`config.mk`:
```
export PLATFORM = sky130hd
export DESIGN_NAME = seq_squarer_flat
export DESIGN_NICKNAME = d
export VERILOG_FILES = /design/src/rtl/seq_squarer_if.sv /design/src/rtl/seq_squarer.sv /design/src/flat_wrapper.sv
export SDC_FILE = /design/constraint.sdc
export NUM_CORES = 1
export LEC_CHECK = 0
export BUFFER_PORTS_ARGS = -buffer_cell sky130_fd_sc_hd__buf_2
export CORE_ASPECT_RATIO = 1.75
export CORE_MARGIN = 5
export CORE_UTILIZATION = 45
export CTS_CLUSTER_DIAMETER = 120
export DETAILED_ROUTE_END_ITERATION = 10
export GPL_TIMING_DRIVEN = 0
export PLACE_DENSITY = 0.72
export SYNTH_ARGS = -nofsm -noshare
export SYNTH_HDL_FRONTEND = slang
export SYNTH_SLANG_ARGS = --single-unit
```
`constraint.sdc`:
```
create_clock -name clk -period 2.8 [get_ports clk]
set_clock_uncertainty 0.1 [all_clocks]
set_input_delay 0.28 -clock clk [delete_from_list [all_inputs] [get_ports clk]]
set_output_delay 0.28 -clock clk [all_outputs]
set_load 0.02 [all_outputs]
```
`src/rtl/seq_squarer_if.sv`:
```
// Operand/result handshake bundle for seq_squarer.
// master = producer/consumer side, slave = squarer.
interface seq_squarer_if #(
  parameter int WIDTH = 4
);
  logic [WIDTH-1:0]   n;
  logic               sign;
  logic               in_valid;
  logic               in_ready;
  logic [2*WIDTH-1:0] square;
  logic               out_valid;
  logic               out_ready;

  modport master (
    output n,
    output sign,
    output in_valid,
    output out_ready,
    input  in_ready,
    input  square,
    input  out_valid
  );

  modport slave (
    input  n,
    input  sign,
    input  in_valid,
    input  out_ready,
    output in_ready,
    output square,
    output out_valid
  );
endinterface

```
`src/rtl/seq_squarer.sv`:
```
// Iterative shift-and-add squarer, signed/unsigned operand,
// valid/ready on both sides, one result bit-column per cycle.
module seq_squarer #(
  parameter int WIDTH = 4
) (
  input  logic          clk,
  input  logic          reset,
  seq_squarer_if.slave  bus
);

  localparam int PW = 2 * WIDTH;
  localparam int CW = (WIDTH > 2) ? $clog2(WIDTH) : 1;

  typedef enum logic [1:0] {
    S_IDLE,
    S_CALC,
    S_DONE
  } state_e;

  state_e            state_q;
  state_e            state_d;
  logic [WIDTH-1:0]  mag_q;
  logic [WIDTH-1:0]  mag_d;
  logic [PW-1:0]     acc_q;
  logic [PW-1:0]     acc_d;
  logic [CW-1:0]     cnt_q;
  logic [CW-1:0]     cnt_d;
  logic              in_ready_q;
  logic              in_ready_d;
  logic              out_valid_q;
  logic              out_valid_d;

  logic [WIDTH-1:0]  n_abs;
  logic [PW-1:0]     addend;
  logic              cnt_last;

  // Most negative input negates to 2^(WIDTH-1), which fits unsigned.
  always_comb begin
    n_abs = bus.n;
    if (bus.sign && bus.n[WIDTH-1]) begin
      n_abs = WIDTH'(-bus.n);
    end
  end

  always_comb begin
    addend = '0;
    if (mag_q[cnt_q]) begin
      addend = {{WIDTH{1'b0}}, mag_q} << cnt_q;
    end
  end

  assign cnt_last = (cnt_q == CW'(WIDTH - 1));

  always_comb begin
    state_d = state_q;
    mag_d   = mag_q;
    acc_d   = acc_q;
    cnt_d   = cnt_q;
    unique case (state_q)
      S_IDLE: begin
        if (bus.in_valid) begin
          mag_d   = n_abs;
          acc_d   = '0;
          cnt_d   = '0;
          state_d = S_CALC;
        end
      end
      S_CALC: begin
        acc_d = acc_q + addend;
        cnt_d = cnt_q + 1'b1;
        if (cnt_last) begin
          cnt_d   = '0;
          state_d = S_DONE;
        end
      end
      S_DONE: begin
        if (bus.out_ready) begin
          state_d = S_IDLE;
        end
      end
      default: begin
        state_d = S_IDLE;
      end
    endcase
  end

  // Handshake outputs are registered copies of the next state.
  always_comb begin
    in_ready_d  = (state_d == S_IDLE);
    out_valid_d = (state_d == S_DONE);
  end

  always_ff @(posedge clk) begin
    if (reset) begin
      state_q     <= S_IDLE;
      mag_q       <= '0;
      acc_q       <= '0;
      cnt_q       <= '0;
      in_ready_q  <= 1'b1;
      out_valid_q <= 1'b0;
    end else begin
      state_q     <= state_d;
      mag_q       <= mag_d;
      acc_q       <= acc_d;
      cnt_q       <= cnt_d;
      in_ready_q  <= in_ready_d;
      out_valid_q <= out_valid_d;
    end
  end

  assign bus.in_ready  = in_ready_q;
  assign bus.out_valid = out_valid_q;
  assign bus.square    = acc_q;

endmodule

```
`src/flat_wrapper.sv`:
```
// flat-port wrapper written by rule: the top's interface ports become plain ports
module seq_squarer_flat 
#(
  parameter int WIDTH = 4
)
  (clk, reset, bus_n, bus_sign, bus_in_valid, bus_out_ready, bus_in_ready, bus_square, bus_out_valid);
  seq_squarer_if #(.WIDTH(WIDTH)) bus_i ();
  input  logic clk;
  input  logic reset;
  input wire logic [$bits(bus_i.n)-1:0] bus_n;
  input wire logic [$bits(bus_i.sign)-1:0] bus_sign;
  input wire logic [$bits(bus_i.in_valid)-1:0] bus_in_valid;
  input wire logic [$bits(bus_i.out_ready)-1:0] bus_out_ready;
  output wire logic [$bits(bus_i.in_ready)-1:0] bus_in_ready;
  output wire logic [$bits(bus_i.square)-1:0] bus_square;
  output wire logic [$bits(bus_i.out_valid)-1:0] bus_out_valid;
  assign bus_i.n = bus_n;
  assign bus_i.sign = bus_sign;
  assign bus_i.in_valid = bus_in_valid;
  assign bus_i.out_ready = bus_out_ready;
  assign bus_in_ready = bus_i.in_ready;
  assign bus_square = bus_i.square;
  assign bus_out_valid = bus_i.out_valid;
  seq_squarer #(.WIDTH(WIDTH)) u_core (.clk(clk), .reset(reset), .bus(bus_i));
endmodule
```
== Yosys cells after proc, flatten, opt, wreduce, memory -nomap -nowiden ==
Index checks and enable logic that the tools add are counted.
Storage, ports and cells
  register bits after elaboration: 18
  output and inout port bits: 10
  logic and storage cells: 35
Cells by class
  $add $sub $neg: 3
  order comparisons: 1
  equal/unequal tests: 5
  shifts and indexed selects: 1
  mux-type cells: 13
  reductions and logical operators: 6
Operators by type and width (number)
  8-bit two-way mux: 2
  8-bit one-hot mux with 2 select lines: 1
  2-bit two-way mux: 5
  8-bit adder: 1
  4-bit by 2-bit left shift with 8-bit output: 1
  2-bit == test, second input constant: 3
  2-bit one-hot mux with 3 select lines: 1
  2-bit logical NOT: 2
  4-bit two-way mux: 1
  4-bit negator: 1
  2-bit one-hot mux with 2 select lines: 1
  2-bit AND reduction: 2
  2-bit by 3-bit < comparator with 1-bit output, second input constant: 1
  2-bit by 1-bit adder with 2-bit output, second input constant: 1
  1-bit binary-select mux with 2-bit select: 1
  2-bit by 1-bit == test with 1-bit output, second input constant: 1
  2-bit != test, second input constant: 1
  2-bit nonzero test: 1
  1-bit logical AND: 1
  1-bit two-way mux: 1

== Depth between registers and ports, before layout ==
  word-level depth: 5
  gate-level depth with buffers: 9
  gate-level depth less buffers: 8

== Least setup slack after synthesis ==
No wires, ideal clock.
  kind: reg2reg
  start point: register u_core.cnt_q[0]
  end point: register u_core.acc_q[5], in the netlist u_core.bus.square[5]
  arrival: 2.012 ns
  setup slack: 0.570 ns
  stages on the path, launching flop included: 10
  path buffers: 1
  path through: dfxtp_1 > clkbuf_1 > xor2_1 > nand3_1 > o21ai_0 > ha_1 > nand3_1 > nor2_1 > or4_1 > a32o_1
On the way
  longest elaborated chain between the ends: 5
Ends and longest elaborated chain
  start, declared: line seq_squarer.sv:26  | logic [CW-1:0] cnt_q;
  start signal, assigned: line seq_squarer.sv:105  | cnt_q <= cnt_d;
  1-bit binary-select mux with 2-bit select: line seq_squarer.sv:47  | if (mag_q[cnt_q]) begin
  1-bit two-way mux (implied by the code): line seq_squarer.sv:47
  8-bit two-way mux (*): line seq_squarer.sv:47
  8-bit adder (*): line seq_squarer.sv:69  | acc_d = acc_q + addend;
  8-bit one-hot mux with 2 select lines (*): line seq_squarer.sv:59  | unique case (state_q)
  end signal, assigned: line seq_squarer.sv:97  | acc_q <= '0;
  end signal, assigned: line seq_squarer.sv:104  | acc_q <= acc_d;
  end, declared: line seq_squarer.sv:24  | logic [PW-1:0] acc_q;
Every way passes the cells marked *; elsewhere a longest branch is shown, timed or not. The select of a mux whose other input is x is not followed.
A chain may end at the register's enable or synchronous reset.

== Worst setup path after layout ==
Same ends and word-level chain as after synthesis.

==> flow_summary_export.csv <==
group,metric,value,unit
die,die_w,46.71,µm
global_route,antenna_found_initial,0,
cts,numCtsBuffers,3,
critical_path,critical_path_buf_inv_count,1,
synthesis,synth-seq-area-share,33.96,%
timing,fin_setup_tns,0,ns
cts,cts.clk_slew.worst_paths,0.06,ns
timing,fin_hold_ws,0.2034,ns
drt,drt-total-wl,2314,µm
cells_and_area,layout-drive-gt1-share,19.42,%
outcome,outcome,"finished, final reports clean",
critical_path,slowest_delay,0.47,ns
cts,cts_hold_buf,0,
cts,post_cts_resized,0,
critical_path,crit_top_cell,"nand3_1",
global_route,grt_pass1_vias,857,
timing,rsz0062_at_grt,"no",
cells_and_area,diodes,0,
critical_path,cp_slowest_cell,"or4_1",
drt,post_drt_wl_per_cell,14.11,µm
timing,max-slew-margin-rel,62.09,%
global_route,grt_overflow,0,
pwr,p_per_area,416.7,nW/µm²
die,fp.dieH,74.24,µm
place,place_inst,161,
cts,clock_sinks,18,
critical_path,cp_max_fo,9,
die,core_area,2273,µm²
timing,fmax,406.4,MHz
synthesis,synth-xor-area-share,3.302,%
place,hpwl,1868,µm
synthesis,synthAdderAreaFrac,12.50,%
timing,setup_viol_count_final,0,
drt,initialDrtViolationCount,24,
synthesis,synth_area_per_cell,8.992,µm²
synthesis,synthesis.area,1061,µm²
timing,min_period,2.460,ns
synthesis,ys_types,39,
cts,clkLatencyLatePin,0.25,ns
synthesis,synth_top_family_by_area,"compound AO/OA/AOI/OAI gates",
pwr,finalPower,0.0005099,W
die,start_util,46.67,%
critical_path,critPathKind,"reg2reg",
timing,worst_slew_pin_slew,0.5662,ns
cells_and_area,areaGrowthSynthToFinish,15.33,%
drt,viasPerCell,5.659,
timing,slew_violations,0,
pwr,leakage,0.6003,nW
place,dpl_worst_slack,0.3470,ns
synthesis,syn_inst,118,
drt,drc_errors,0,
cells_and_area,instances_no_fill,164,
critical_path,path_delay_family,"simple AND/OR/NAND/NOR gates",
critical_path,cp_data_arrival_time,2.50,ns
global_route,grt_pass1_wl,3636,µm
cts,cts_tree,"done",
synthesis,synth_warnings,0,
timing,fin_crit_sh,87.87,%
cts,clock_path_buffers,2,
run,max-cap-violations,0,
timing,hold_viol_final,0,
global_route,globalRouteTotalUtil,14.48,%
synthesis,synthMuxAreaShare,2.948,%
synthesis,synth_compound_area_share,22.88,%
critical_path,crit_chain,"clkbuf_1, xor2_1, nand3_1, o21ai_0, ha_1, nand3_1, nor2_1, or4_1, a32o_1",
synthesis,synth_edf_count,0,
cts,root_buffer,"clkbuf_8",
synthesis,ys.flop_type,"dfxtp_1",
synthesis,syn_nets,137,
drt,ant_nets,0,
pwr,ir_drop,0.3629,mV
place,gp_congestion,0.8700,
cts,post_cts_buffers,0,
cts,h-tree-depth,1,
critical_path,cp-start-kind,"flip-flop",
synthesis,synth-simple-area-share,21.58,%
die,rows,23,
drt,vias,928,
drt,firstDrtPassIters,5,
die,die-area,3467,µm²
timing,finalWorstSetupSlack,0.3396,ns
synthesis,yosys_register_bits,18,
critical_path,cp.required,2.84,ns
die,io_pins,19,
place,port_buffers,18,
critical_path,end_kind,"flip-flop",
synthesis,synth-async-reset-ratio,0,%
global_route,grt_max_degree,11,
cells_and_area,finalNetCount,160,
hold_path,holdCritPathClass,"in2reg",
==> kinds of logic after synthesis <==
group           after synthesis
simple gates                 44
compound gates               32
flops                        18
fa+ha+maj                    10
buf+inv                       7
xor+xnor                      4
mux                           3
==> routing by layer <==
metal / track usage (%) / vias to the layer above / wire (µm)
met1: 14.92 / 434 / 916
met2: 26.53 / 12 / 1302
met3: 2.179 / 2 / 70
met4: 7.692 / 0 / 25
met5: 0 / - / 0
li1: - / 480 / -
==> final cells by class <==
class / count / area, µm²
Buffer: 4 / 18.77
Multi-Input combinational cell: 93 / 670.6
Fill cell: 204 / 1050
Sequential cell: 18 / 360.3
Tap cell: 25 / 31.28
Timing Repair Buffer: 18 / 90.09
Clock buffer: 3 / 41.29
Inverter: 3 / 11.26
==> through the flow <==
| stage | cell area (µm²) | util (%) |
|---|---|---|
| 2_1_floorplan | 1061 | - |
| 5_1_grt | 1224 | 53.83 |
| 4_1_cts | 1224 | 53.83 |
| 3_3_place_gp | 1182 | 52.01 |
| 3_5_place_dp | 1182 | 52.01 |
| 6_report | 1224 | 53.83 |
==> placed cells by master (no fill, tap or decap), types with 2 or more instances in the layout <==
cell type,instances
xor2_1,2
nor2_1,15
nor2b_1,5
or3_1,2
dfxtp_1,18
ha_1,9
a21o_1,2
o31ai_1,2
clkbuf_1,3
a22o_1,2
o21ai_0,3
nor3b_1,3
inv_1,3
a21oi_1,5
nand2_1,6
and3_1,3
a311oi_1,2
xnor2_1,2
mux2i_1,2
a32o_1,2
nand3_1,5
a22oi_1,5
clkbuf_8,3
buf_2,18
==> worst paths after layout <==
check                                                  startpoint                           endpoint  slack [ns]  cells after the start
worst max-delay path                 u_core.cnt_q[0]$_SDFFE_PP0P_  u_core.bus.square[5]$_SDFFE_PP0P_        0.34                      9
worst min-delay path                                        reset       u_core.state_q[1]$_SDFF_PP0_        0.20                      2
worst max register to register       u_core.cnt_q[0]$_SDFFE_PP0P_  u_core.bus.square[5]$_SDFFE_PP0P_        0.34                      9
worst min register to register  u_core.bus.square[6]$_SDFFE_PP0P_  u_core.bus.square[6]$_SDFFE_PP0P_        0.41                      1
==> report_power, final <==
part	leakage (nW)	internal (W)	total, W	switching [W]
clock	0.0216	0.0000955	0.000177	0.0000819
combinational	0.432	0.0000246	0.0000602	0.0000357
sequential	0.147	0.000264	0.000272	0.00000779
total	0.600	0.000384	0.000510	0.000125
==> synthesized netlist by cell type (all sizes together), types with 2 or more instances <==
cell type  number  area share (%)
dfxtp          18              34
nor2           15             5.3
ha              9              11
a21oi           6             3.2
nand2           6             2.1
a22oi           5             3.5
nand3           5             2.4
nor2b           5             2.9
nor3b           4             3.3
and3            3             1.8
clkbuf          3             1.1
inv             3             1.1
o21ai           3             1.4
a211o           2             1.8
a21o            2             1.4
a22o            2             1.7
a311oi          2             1.7
a32o            2             1.9
mux2i           2             1.9
o31ai           2             1.4
or3             2             1.2
xnor2           2             1.7
xor2            2             1.7
==> registers in the layout (all words and copies together), names as in the netlist <==
signal                flops
u_core.mag_q              4
u_core.cnt_q              2
u_core.bus.in_ready       1
u_core.state_q            2
u_core.bus.out_valid      1
u_core.bus.square         8
(Power assumes the default switching activity.)
